File: src/rtl/mult_m1_pkg.sv
// mult_m1 shared types: register geometry and partial-product sign modes.
// Overflow generation is selected by the MULT_OVF_EN macro in mult_m1.
package mult_m1_pkg;

   localparam int REG_W  = 32;
   localparam int REG_AW = 5;

   // bit1: operand a is signed, bit0: operand b is signed
   typedef enum logic [1:0] {
      PP_UU = 2'b00,
      PP_US = 2'b01,
      PP_SU = 2'b10,
      PP_SS = 2'b11
   } pp_mode_e;

endpackage

File: src/rtl/mult_m1_if.sv
// Issue-side request and M1/M2 boundary signals of the mult_m1 stage.
interface mult_m1_if #(
   parameter int W  = mult_m1_pkg::REG_W,
   parameter int AW = mult_m1_pkg::REG_AW
) ();
   logic          we;
   logic          flush;
   logic          valid_in;
   logic          regwrite_in;
   logic [AW-1:0] wreg_in;
   logic [W-1:0]  src_a;
   logic [W-1:0]  src_b;
   logic          ready;
   logic          valid_out;
   logic          regwrite_out;
   logic [W-1:0]  pre_m1result;
   logic          pre_zero;
   logic          pre_overflow;
   logic [AW-1:0] dst_reg;

   modport master (
      output we, flush, valid_in, regwrite_in, wreg_in, src_a, src_b,
      input  ready, valid_out, regwrite_out, pre_m1result, pre_zero, pre_overflow, dst_reg
   );

   modport slave (
      input  we, flush, valid_in, regwrite_in, wreg_in, src_a, src_b,
      output ready, valid_out, regwrite_out, pre_m1result, pre_zero, pre_overflow, dst_reg
   );
endinterface

File: src/rtl/mult_m1_pp16.sv
// Combinational (H)x(H) partial-product unit; each operand is treated as
// signed or unsigned according to mode, product is the low 2H bits.
module mult_pp16
   import mult_m1_pkg::*;
#(
   parameter int H = 16
) (
   input  logic [H-1:0]   a,
   input  logic [H-1:0]   b,
   input  pp_mode_e       mode,
   output logic [2*H-1:0] p
);
   logic              a_sgn, b_sgn;
   logic signed [H:0]     ax, bx;
   logic signed [2*H+1:0] full;
   logic              unused_top;

   assign a_sgn = (mode == PP_SU) || (mode == PP_SS);
   assign b_sgn = (mode == PP_US) || (mode == PP_SS);

   // one extra bit lets a single signed multiplier cover all four modes
   assign ax   = {a_sgn & a[H-1], a};
   assign bx   = {b_sgn & b[H-1], b};
   assign full = ax * bx;

   assign p          = full[2*H-1:0];
   assign unused_top = ^full[2*H+1:2*H];
endmodule

File: src/rtl/mult_m1.sv
// M1 multiply stage: signed WxW product from four half-width partial products,
// zero/overflow flags, and the M1/M2 stage register. MULT_OVF_EN enables overflow.
module mult_m1
   import mult_m1_pkg::*;
#(
   parameter int W  = REG_W,
   parameter int AW = REG_AW
) (
   input  logic      clk,
   input  logic      reset,
   mult_m1_if.slave  bus
);
   localparam int H = W / 2;
`ifdef MULT_OVF_EN
   localparam int NPP = 4;
`else
   localparam int NPP = 3;
`endif

   if ((W % 2) != 0) begin : g_bad_w
      $error("mult_m1: W must be even");
   end

   logic [H-1:0]            a_lo, a_hi, b_lo, b_hi;
   logic [NPP-1:0][W-1:0]   pp;
   logic [W-1:0]            res_c;
   logic                    ovf_c;

   assign a_lo = bus.src_a[H-1:0];
   assign a_hi = bus.src_a[W-1:H];
   assign b_lo = bus.src_b[H-1:0];
   assign b_hi = bus.src_b[W-1:H];

   // index bit1 selects the high half of a, bit0 the high half of b;
   // the high halves carry the sign, so the index doubles as the sign mode
   for (genvar i = 0; i < NPP; i++) begin : g_pp
      localparam logic [1:0] MI = 2'(i);
      mult_pp16 #(.H(H)) u_pp (
         .a    (MI[1] ? a_hi : a_lo),
         .b    (MI[0] ? b_hi : b_lo),
         .mode (pp_mode_e'(MI)),
         .p    (pp[i])
      );
   end

`ifdef MULT_OVF_EN
   logic [2*W-1:0] prod;

   assign prod = {{W{1'b0}}, pp[0]}
               + {{H{pp[1][W-1]}}, pp[1], {H{1'b0}}}
               + {{H{pp[2][W-1]}}, pp[2], {H{1'b0}}}
               + {pp[3], {W{1'b0}}};
   assign res_c = prod[W-1:0];
   assign ovf_c = prod[2*W-1:W] != {W{prod[W-1]}};
`else
   // only the low word is needed: cross terms contribute just their low halves
   logic unused_hi;

   assign res_c     = pp[0] + {pp[1][H-1:0], {H{1'b0}}} + {pp[2][H-1:0], {H{1'b0}}};
   assign ovf_c     = 1'b0;
   assign unused_hi = ^{pp[1][W-1:H], pp[2][W-1:H], ovf_c};
`endif

   assign bus.ready = bus.we;

   always_ff @(posedge clk or negedge reset) begin
      if (!reset) begin
         bus.valid_out    <= 1'b0;
         bus.regwrite_out <= 1'b0;
         bus.pre_m1result <= '0;
         bus.pre_zero     <= 1'b0;
         bus.dst_reg      <= '0;
      end else if (bus.flush) begin
         bus.valid_out    <= 1'b0;
         bus.regwrite_out <= 1'b0;
         bus.pre_m1result <= '0;
         bus.pre_zero     <= 1'b0;
         bus.dst_reg      <= '0;
      end else if (bus.we) begin
         bus.valid_out    <= bus.valid_in;
         bus.regwrite_out <= bus.valid_in & bus.regwrite_in;
         bus.pre_m1result <= res_c;
         bus.pre_zero     <= (res_c == '0);
         bus.dst_reg      <= bus.wreg_in;
      end
   end

`ifdef MULT_OVF_EN
   always_ff @(posedge clk or negedge reset) begin
      if (!reset)         bus.pre_overflow <= 1'b0;
      else if (bus.flush) bus.pre_overflow <= 1'b0;
      else if (bus.we)    bus.pre_overflow <= ovf_c;
   end
`else
   assign bus.pre_overflow = 1'b0;
`endif
endmodule

File: src/flat_wrapper.sv
// flat-port wrapper written by rule: the top's interface ports become plain ports
module mult_m1_flat import mult_m1_pkg::*;
#(
   parameter int W  = REG_W,
   parameter int AW = REG_AW
)
  (clk, reset, bus_we, bus_flush, bus_valid_in, bus_regwrite_in, bus_wreg_in, bus_src_a, bus_src_b, bus_ready, bus_valid_out, bus_regwrite_out, bus_pre_m1result, bus_pre_zero, bus_pre_overflow, bus_dst_reg);
  mult_m1_if #(.W(W), .AW(AW)) bus_i ();
  input  logic clk;
  input  logic reset;
  input wire logic [$bits(bus_i.we)-1:0] bus_we;
  input wire logic [$bits(bus_i.flush)-1:0] bus_flush;
  input wire logic [$bits(bus_i.valid_in)-1:0] bus_valid_in;
  input wire logic [$bits(bus_i.regwrite_in)-1:0] bus_regwrite_in;
  input wire logic [$bits(bus_i.wreg_in)-1:0] bus_wreg_in;
  input wire logic [$bits(bus_i.src_a)-1:0] bus_src_a;
  input wire logic [$bits(bus_i.src_b)-1:0] bus_src_b;
  output wire logic [$bits(bus_i.ready)-1:0] bus_ready;
  output wire logic [$bits(bus_i.valid_out)-1:0] bus_valid_out;
  output wire logic [$bits(bus_i.regwrite_out)-1:0] bus_regwrite_out;
  output wire logic [$bits(bus_i.pre_m1result)-1:0] bus_pre_m1result;
  output wire logic [$bits(bus_i.pre_zero)-1:0] bus_pre_zero;
  output wire logic [$bits(bus_i.pre_overflow)-1:0] bus_pre_overflow;
  output wire logic [$bits(bus_i.dst_reg)-1:0] bus_dst_reg;
  assign bus_i.we = bus_we;
  assign bus_i.flush = bus_flush;
  assign bus_i.valid_in = bus_valid_in;
  assign bus_i.regwrite_in = bus_regwrite_in;
  assign bus_i.wreg_in = bus_wreg_in;
  assign bus_i.src_a = bus_src_a;
  assign bus_i.src_b = bus_src_b;
  assign bus_ready = bus_i.ready;
  assign bus_valid_out = bus_i.valid_out;
  assign bus_regwrite_out = bus_i.regwrite_out;
  assign bus_pre_m1result = bus_i.pre_m1result;
  assign bus_pre_zero = bus_i.pre_zero;
  assign bus_pre_overflow = bus_i.pre_overflow;
  assign bus_dst_reg = bus_i.dst_reg;
  mult_m1 #(.W(W), .AW(AW)) u_core (.clk(clk), .reset(reset), .bus(bus_i));
endmodule
File: config.mk
export PLATFORM = sky130hd
export DESIGN_NAME = mult_m1_flat
export DESIGN_NICKNAME = d
export VERILOG_FILES = /design/src/rtl/mult_m1_pkg.sv /design/src/rtl/mult_m1_if.sv /design/src/rtl/mult_m1_pp16.sv /design/src/rtl/mult_m1.sv /design/src/flat_wrapper.sv
export SDC_FILE = /design/constraint.sdc
export NUM_CORES = 1
export LEC_CHECK = 0
export CORE_MARGIN = 4
export CORE_UTILIZATION = 60
export CTS_CLUSTER_DIAMETER = 40
export DETAILED_ROUTE_END_ITERATION = 8
export GPL_TIMING_DRIVEN = 0
export PLACE_DENSITY = 0.78
export SETUP_SLACK_MARGIN = 0.02
export SKIP_CTS_REPAIR_TIMING = 1
export SYNTH_ARGS = -nofsm -noshare
export SYNTH_HDL_FRONTEND = slang
export SYNTH_HIERARCHICAL = 1
export SYNTH_SLANG_ARGS = --single-unit
File: constraint.sdc
create_clock -name clk -period 1.5 [get_ports clk]
set_clock_uncertainty 0.05 [all_clocks]
set_input_delay 0.225 -clock clk [delete_from_list [all_inputs] [get_ports clk]]
set_output_delay 0.225 -clock clk [all_outputs]
set_load 0.005 [all_outputs]
After elaboration in Yosys (flattened, before gate mapping). Index checks and enable logic that the tools add are counted.

Latch bits: 0. RAM bits: 0. Memories kept: 0. ROM bits: 0. Output and inout bits: 42. Input port bits: 75. Flip-flop bits (word level): 40. Word-level logic and storage cells: 23.

Order comparisons: 0. Multiplexer cells: 10. Reductions and logical operators: 2. Equal/unequal tests: 0. Bitwise gates (word level): 1. Div/mod/pow operators: 0. Shifts and indexed selects: 0. $add $sub $neg: 2. $mul: 3.

Operators with widths (number): $add 32x32->32 (2); $mux 32 (2); $logic_not 32->1 (1); $mul 16x16->32 (1); $mul 16x17->16 (1); $mul 17x16->16 (1); $mux 5 (2); $mux 1 (6); $reduce_bool 2->1 (1); $and 1x1->1 (1).

Logic depth before layout (Yosys ltp). Gate-level depths: netlist of run 1.

Depth after elaboration: 6. Depth in mapped cells: 34. Gate-level depth less buffers: 33.

Hierarchy. The synthesis of run 1 kept the hierarchy.

Modules (own cells, without submodules): mult_pp16 at u_core.g_pp[0].u_pp (seq. area each 0.0 sq um, area an instance 10779.1 sq um, times used 1, cells each 1224); mult_pp16 at u_core.g_pp[2].u_pp (seq. area each 0.0 sq um, area an instance 10645.2 sq um, times used 1, cells each 1196); mult_pp16 at u_core.g_pp[1].u_pp (seq. area each 0.0 sq um, area an instance 10598.9 sq um, times used 1, cells each 1189); mult_m1 (seq. area each 1001.0 sq um, area an instance 2632.5 sq um, times used 1, cells each 249).

Worst setup path before layout of run 1. No wires, ideal clock.

Path kind: input to register. Start point: input bus_src_a[15]. End point: register u_core.bus.pre_zero. Buffers on the path: 2. Required time: 1.358 ns. Data arrival time: 8.149 ns. Setup slack: -6.791 ns. Library setup time: 0.092 ns. Stages on the path: 31. Cells stage by stage: clkbuf_1 > clkbuf_1 > nand2_1 > fa_1 > inv_1 > fa_1 > inv_1 > fa_1 > inv_1 > fa_1 > fa_1 > inv_1 > fa_1 > inv_1 > ha_1 > nand4_1 > nor2_1 > a2111o_1 > o2111ai_1 > a21boi_0 > nor2_1 > fa_1 > ha_1 > o21ai_0 > nor2_1 > nor4b_1 > nor2_1 > xnor2_1 > or4_1 > or4_1 > o31ai_2.

RTL lines: start, declared (line flat_wrapper.sv:16) `input wire logic [$bits(bus_i.src_a)-1:0] bus_src_a;`; end signal, assigned (line mult_m1.sv:83) `bus.pre_zero <= (res_c == '0);`; end, declared (line mult_m1_if.sv:28) `output ready, valid_out, regwrite_out, pre_m1result, pre_zero, pre_overflow, dst_reg`.

==> results of run 1 <==
==> worst max-delay path: cells and delay by family <==
| kind | cells | cell delay, ns |
|---|---|---|
| adder cells (fa/ha/maj) | 9 | 4.08 |
| AND/OR/NAND/NOR | 7 | 1.60 |
| AO/OA/AOI/OAI | 7 | 1.54 |
| buffers and inverters | 8 | 0.72 |
| XOR/XNOR | 1 | 0.16 |
==> layer usage <==
layer | GRT usage [%] | vias to the layer above
met1 | 35.3 | 8955
met4 | 10.8 | 0
met2 | 51.7 | 608
met3 | 3.84 | 192
met5 | 0 | -
li1 | - | 7725
==> cell type report <==
type                    instances  area (um2)  share of cell area [%]
well taps                     468         586                    2.19
repair buffers                185        2090                    7.80
flip-flops and latches         40        1000                    3.74
multi-input cells            1722       19700                    73.4
diodes                          1        2.50                 0.00935
clock buffers                   7         153                   0.570
plain buffers                 123         946                    3.53
inverters                     622        2330                    8.72
==> final timing paths <==
| kind | startpoint | endpoint | slack (ns) |
|---|---|---|---|
| min in group clk | bus_src_a[0] | u_core/bus.pre_m1result[0]$_DFFE_PN0P_ | 0.46 |
| hold reg to reg | u_core/bus.dst_reg[1]$_DFFE_PN0P_ | u_core/bus.dst_reg[1]$_DFFE_PN0P_ | 0.47 |
| hold / removal | reset | u_core/bus.dst_reg[2]$_DFFE_PN0P_ | 0.02 |
| setup reg to reg | u_core/bus.pre_m1result[31]$_DFFE_PN0P_ | u_core/bus.pre_m1result[31]$_DFFE_PN0P_ | 0.57 |
| max in group asynchronous | reset | u_core/bus.pre_m1result[28]$_DFFE_PN0P_ | 0.81 |
| setup / recovery | bus_src_b[5] | u_core/bus.pre_zero$_DFFE_PN0P_ | -6.71 |
==> through the flow <==
| stage | hold slack (ns) | TNS [ns] | utilization [%] | worst slack [ns] | instance area [um2] |
|---|---|---|---|---|---|
| 2_1_floorplan | -0.121 | -119.29 | - | -6.26 | 23100 |
| 3_3_place_gp | 0.449 | -207.21 | 67.6 | -8.15 | 24700 |
| 3_5_place_dp | 0.350 | -181.89 | 67.6 | -8.37 | 24700 |
| 4_1_cts | 0.0534 | -170.70 | 68.1 | -8.10 | 24900 |
| 5_1_grt | 0.0973 | -133.83 | 73.3 | -6.87 | 26800 |
| 6_report | 0.0207 | -129.87 | 73.3 | -6.71 | 26800 |
==> flow_summary.yaml, run 1 <==
run_status:
  status: "finished with violations"
  violations: "setup timing"
worst_setup_path:
  max_stage_delay_ns: 0.57
  crit_arrival_ns: 8.35
  cp.required_ns: 1.64
  reg2reg_depth: 2
  cp_common_cell: "fa_1"
  worst_path_max_delay_cell: "fa_1"
  crit_type: "primary input to register"
  crit_fanout: 15
  endpoint_kind: "register"
  cp-start-kind: "primary input"
layout:
  nets: 3486
  fillers: 2597
  drive_above_1_share_pct: 14.7
  stdcell_count: 3168
  final_cell_mix: "inv_1 (586), fa_1 (473), and2_1 (286)"
  area_growth_pct: 20.8
  largest_reg_flops: 32
  layout_commonest_cell: "inv_1"
placement:
  numPortBuffers: 106
  hpwl_mm: 48.6
  placedCellCount: 3081
  gp_congestion: 0.936
route:
  wl_met3_mm: 3.45
  drt-initial-drc-count: 967
  routed_wirelength_mm: 61.6
  postRouteAntennaNets: 0
  num_vias: 17480
  wl_met2_mm: 31.9
  wl_per_cell_um: 19.5
  drt-met1-wl_mm: 23.1
  dr.max_layer_used: "met4"
  viasPerCell: 5.52
  drcViolationCount: 0
  dr.pass1.iters: 7
grt:
  antenna_found_initial: 0
  globalRouteOverflowTotal: 0
  grt_pass1_wl_mm: 93.3
  grt_max_degree: 41
  grt_usage_pct: 28.7
  grt_pass1_vias: 18862
floorplanning:
  die_w_um: 200
  rows: 70
  io_pins: 117
  core_area_mm2: 0.0365
  start_util_pct: 60.7
  die-area_mm2: 0.0401
  die_y_um: 200
run:
  maxCapViolCount: 0
clock_tree:
  cts_root_buffer: "clkbuf_16"
  cts_tree: "built"
  cts_buffer_depth: 2
  htreeDepth: 2
  cts.clk_slew.worst_paths_ns: 0.06
  cts_made_buffers: 5
  insertion_delay_ns: 0.28
  cts.sink_count: 40
sta:
  drv_slew: 0
  min_period_over_period_pct: 547
  finalHoldViolCount: 0
  relSlewSlack_pct: 39.3
  clock.fmax_mhz: 122
  worst_pin_slew_ns: 0.911
  setup_viol_count_final: 31
  period_needed_ns: 8.21
  rsz0062_at_grt: "yes"
  setup_slack_ns: -6.71
yosys:
  synth_warnings: 6
  syn_area_mm2: 0.0222
  avgSynthCellArea_um2: 8.87
  netlist_instances: 2499
min_path:
  hold_class: "primary input to asynchronous set/reset pin"
Power of run 1 is left out: the tool's default activity adds up to more than one toggle a clock period on the data nets, which glitch-free logic cannot reach.
==> inputs of run 2 (changes only) <==
Settings changed: ABC_AREA set to 1.
==> flow_summary.yaml, run 2 <==
route:
  drcViolationCount: 0
  drt-initial-drc-count: 1425
  postRouteAntennaNets: 0
  routed_wirelength_mm: 67.4
  num_vias: 19958
  viasPerCell: 5.22
  wl_per_cell_um: 17.6
  dr.pass1.iters: 5
clock_tree:
  cts.sink_count: 40
  cts_root_buffer: "clkbuf_16"
  insertion_delay_ns: 0.28
  cts_buffer_depth: 2
  cts_tree: "built"
  cts.clk_slew.worst_paths_ns: 0.06
  htreeDepth: 2
  cts_made_buffers: 5
grt:
  globalRouteOverflowTotal: 0
  grt_pass1_vias: 20344
  grt_max_degree: 41
  antenna_found_initial: 1
  grt_pass1_wl_mm: 103
  grt_usage_pct: 30.9
placement:
  hpwl_mm: 54.8
  dp_worst_setup_slack_ns: -6.56
  placedCellCount: 3711
  gp_congestion: 0.959
  numPortBuffers: 52
layout:
  layout_commonest_cell: "inv_1"
  area_growth_pct: 20.3
  stdcell_count: 3824
  largest_reg_flops: 32
  drive_above_1_share_pct: 16.4
  final_cell_mix: "inv_1 (942), nand2_1 (719), fa_1 (472)"
  post-route-util_pct: 72.9
  nets: 4092
yosys:
  avgSynthCellArea_um2: 7.47
  netlist_instances: 3137
  syn_area_mm2: 0.0234
  synth_warnings: 6
run_status:
  violations: "setup timing"
  status: "finished with violations"
floorplanning:
  io_pins: 117
  start_util_pct: 60.6
  die_y_um: 206
  core_area_mm2: 0.0386
  rows: 72
  die-area_mm2: 0.0423
  die_w_um: 206
sta:
  finalHoldViolCount: 0
  relSlewSlack_pct: 41.2
  drv_slew: 0
  clock.fmax_mhz: 144
  rsz0062_at_grt: "yes"
  min_period_over_period_pct: 463
  worst_pin_slew_ns: 0.883
  setup_slack_ns: -5.44
  setup_viol_count_final: 31
  period_needed_ns: 6.94
worst_setup_path:
  crit_fanout: 7
  cp-start-kind: "primary input"
  crit_arrival_ns: 7.11
  endpoint_kind: "register"
  cp_num_cells: 39
  cp_common_cell: "fa_1"
  reg2reg_slack_ns: 0.56
  worst_path_max_delay_cell: "fa_1"
  max_stage_delay_ns: 0.57
  r2r-end: "u_core/bus.pre_m1result[13]$_DFFE_PN0P_"
  crit_type: "primary input to register"
  r2r_start: "u_core/bus.pre_m1result[13]$_DFFE_PN0P_"
  cp_num_buf_inv: 11
  critPathTopFamily: "adder cells"
  reg2reg_depth: 2
  cp.required_ns: 1.67
run:
  maxCapViolCount: 0
min_path:
  hold_class: "primary input to asynchronous set/reset pin"
run 2: layout make-up:
| class | instances | area, um2 |
|---|---|---|
| Tap cell | 518 | 648 |
| Clock buffer | 5 | 125 |
| Timing Repair Buffer | 157 | 1590 |
| Clock inverter | 2 | 12.5 |
| Fill cell | 2919 | 10500 |
| Sequential cell | 40 | 1000 |
| Inverter | 1001 | 3760 |
| Multi-Input combinational cell | 1899 | 19400 |
| Antenna cell | 1 | 2.50 |
| Buffer | 201 | 1660 |
run 2: worst max path at each step:
stage                              from  slack [ns]                         endpoint
after floorplan            bus_src_b[8]       -5.08  u_core/bus.pre_zero$_DFFE_PN0P_
after global placement    bus_src_a[15]       -6.53  u_core/bus.pre_zero$_DFFE_PN0P_
after detailed placement  bus_src_a[15]       -6.56  u_core/bus.pre_zero$_DFFE_PN0P_
after CTS                 bus_src_a[15]       -6.30  u_core/bus.pre_zero$_DFFE_PN0P_
after global routing      bus_src_a[11]       -5.66  u_core/bus.pre_zero$_DFFE_PN0P_
final                     bus_src_a[11]       -5.44  u_core/bus.pre_zero$_DFFE_PN0P_
run 2: metrics by stage:
stage                     cell area (um2)  hold slack (ns)  TNS [ns]
final                               28200           0.0101   -116.60
after global routing                28200           0.0927   -121.05
after CTS                           25800           0.0368   -131.84
after detailed placement            25600            0.338   -142.37
after global placement              25600            0.423   -168.94
after floorplan                     24500           -0.121   -111.94
run 2: metal layers:
metal  up-vias  wire (um)  track usage (%)
met5         -         11                0
met4         2       3270             10.7
met3       210       4700             4.18
met2       803      33700             53.7
met1      9917      25700             39.8
li1       9026          -                -
Power of run 2 is left out for the same reason.
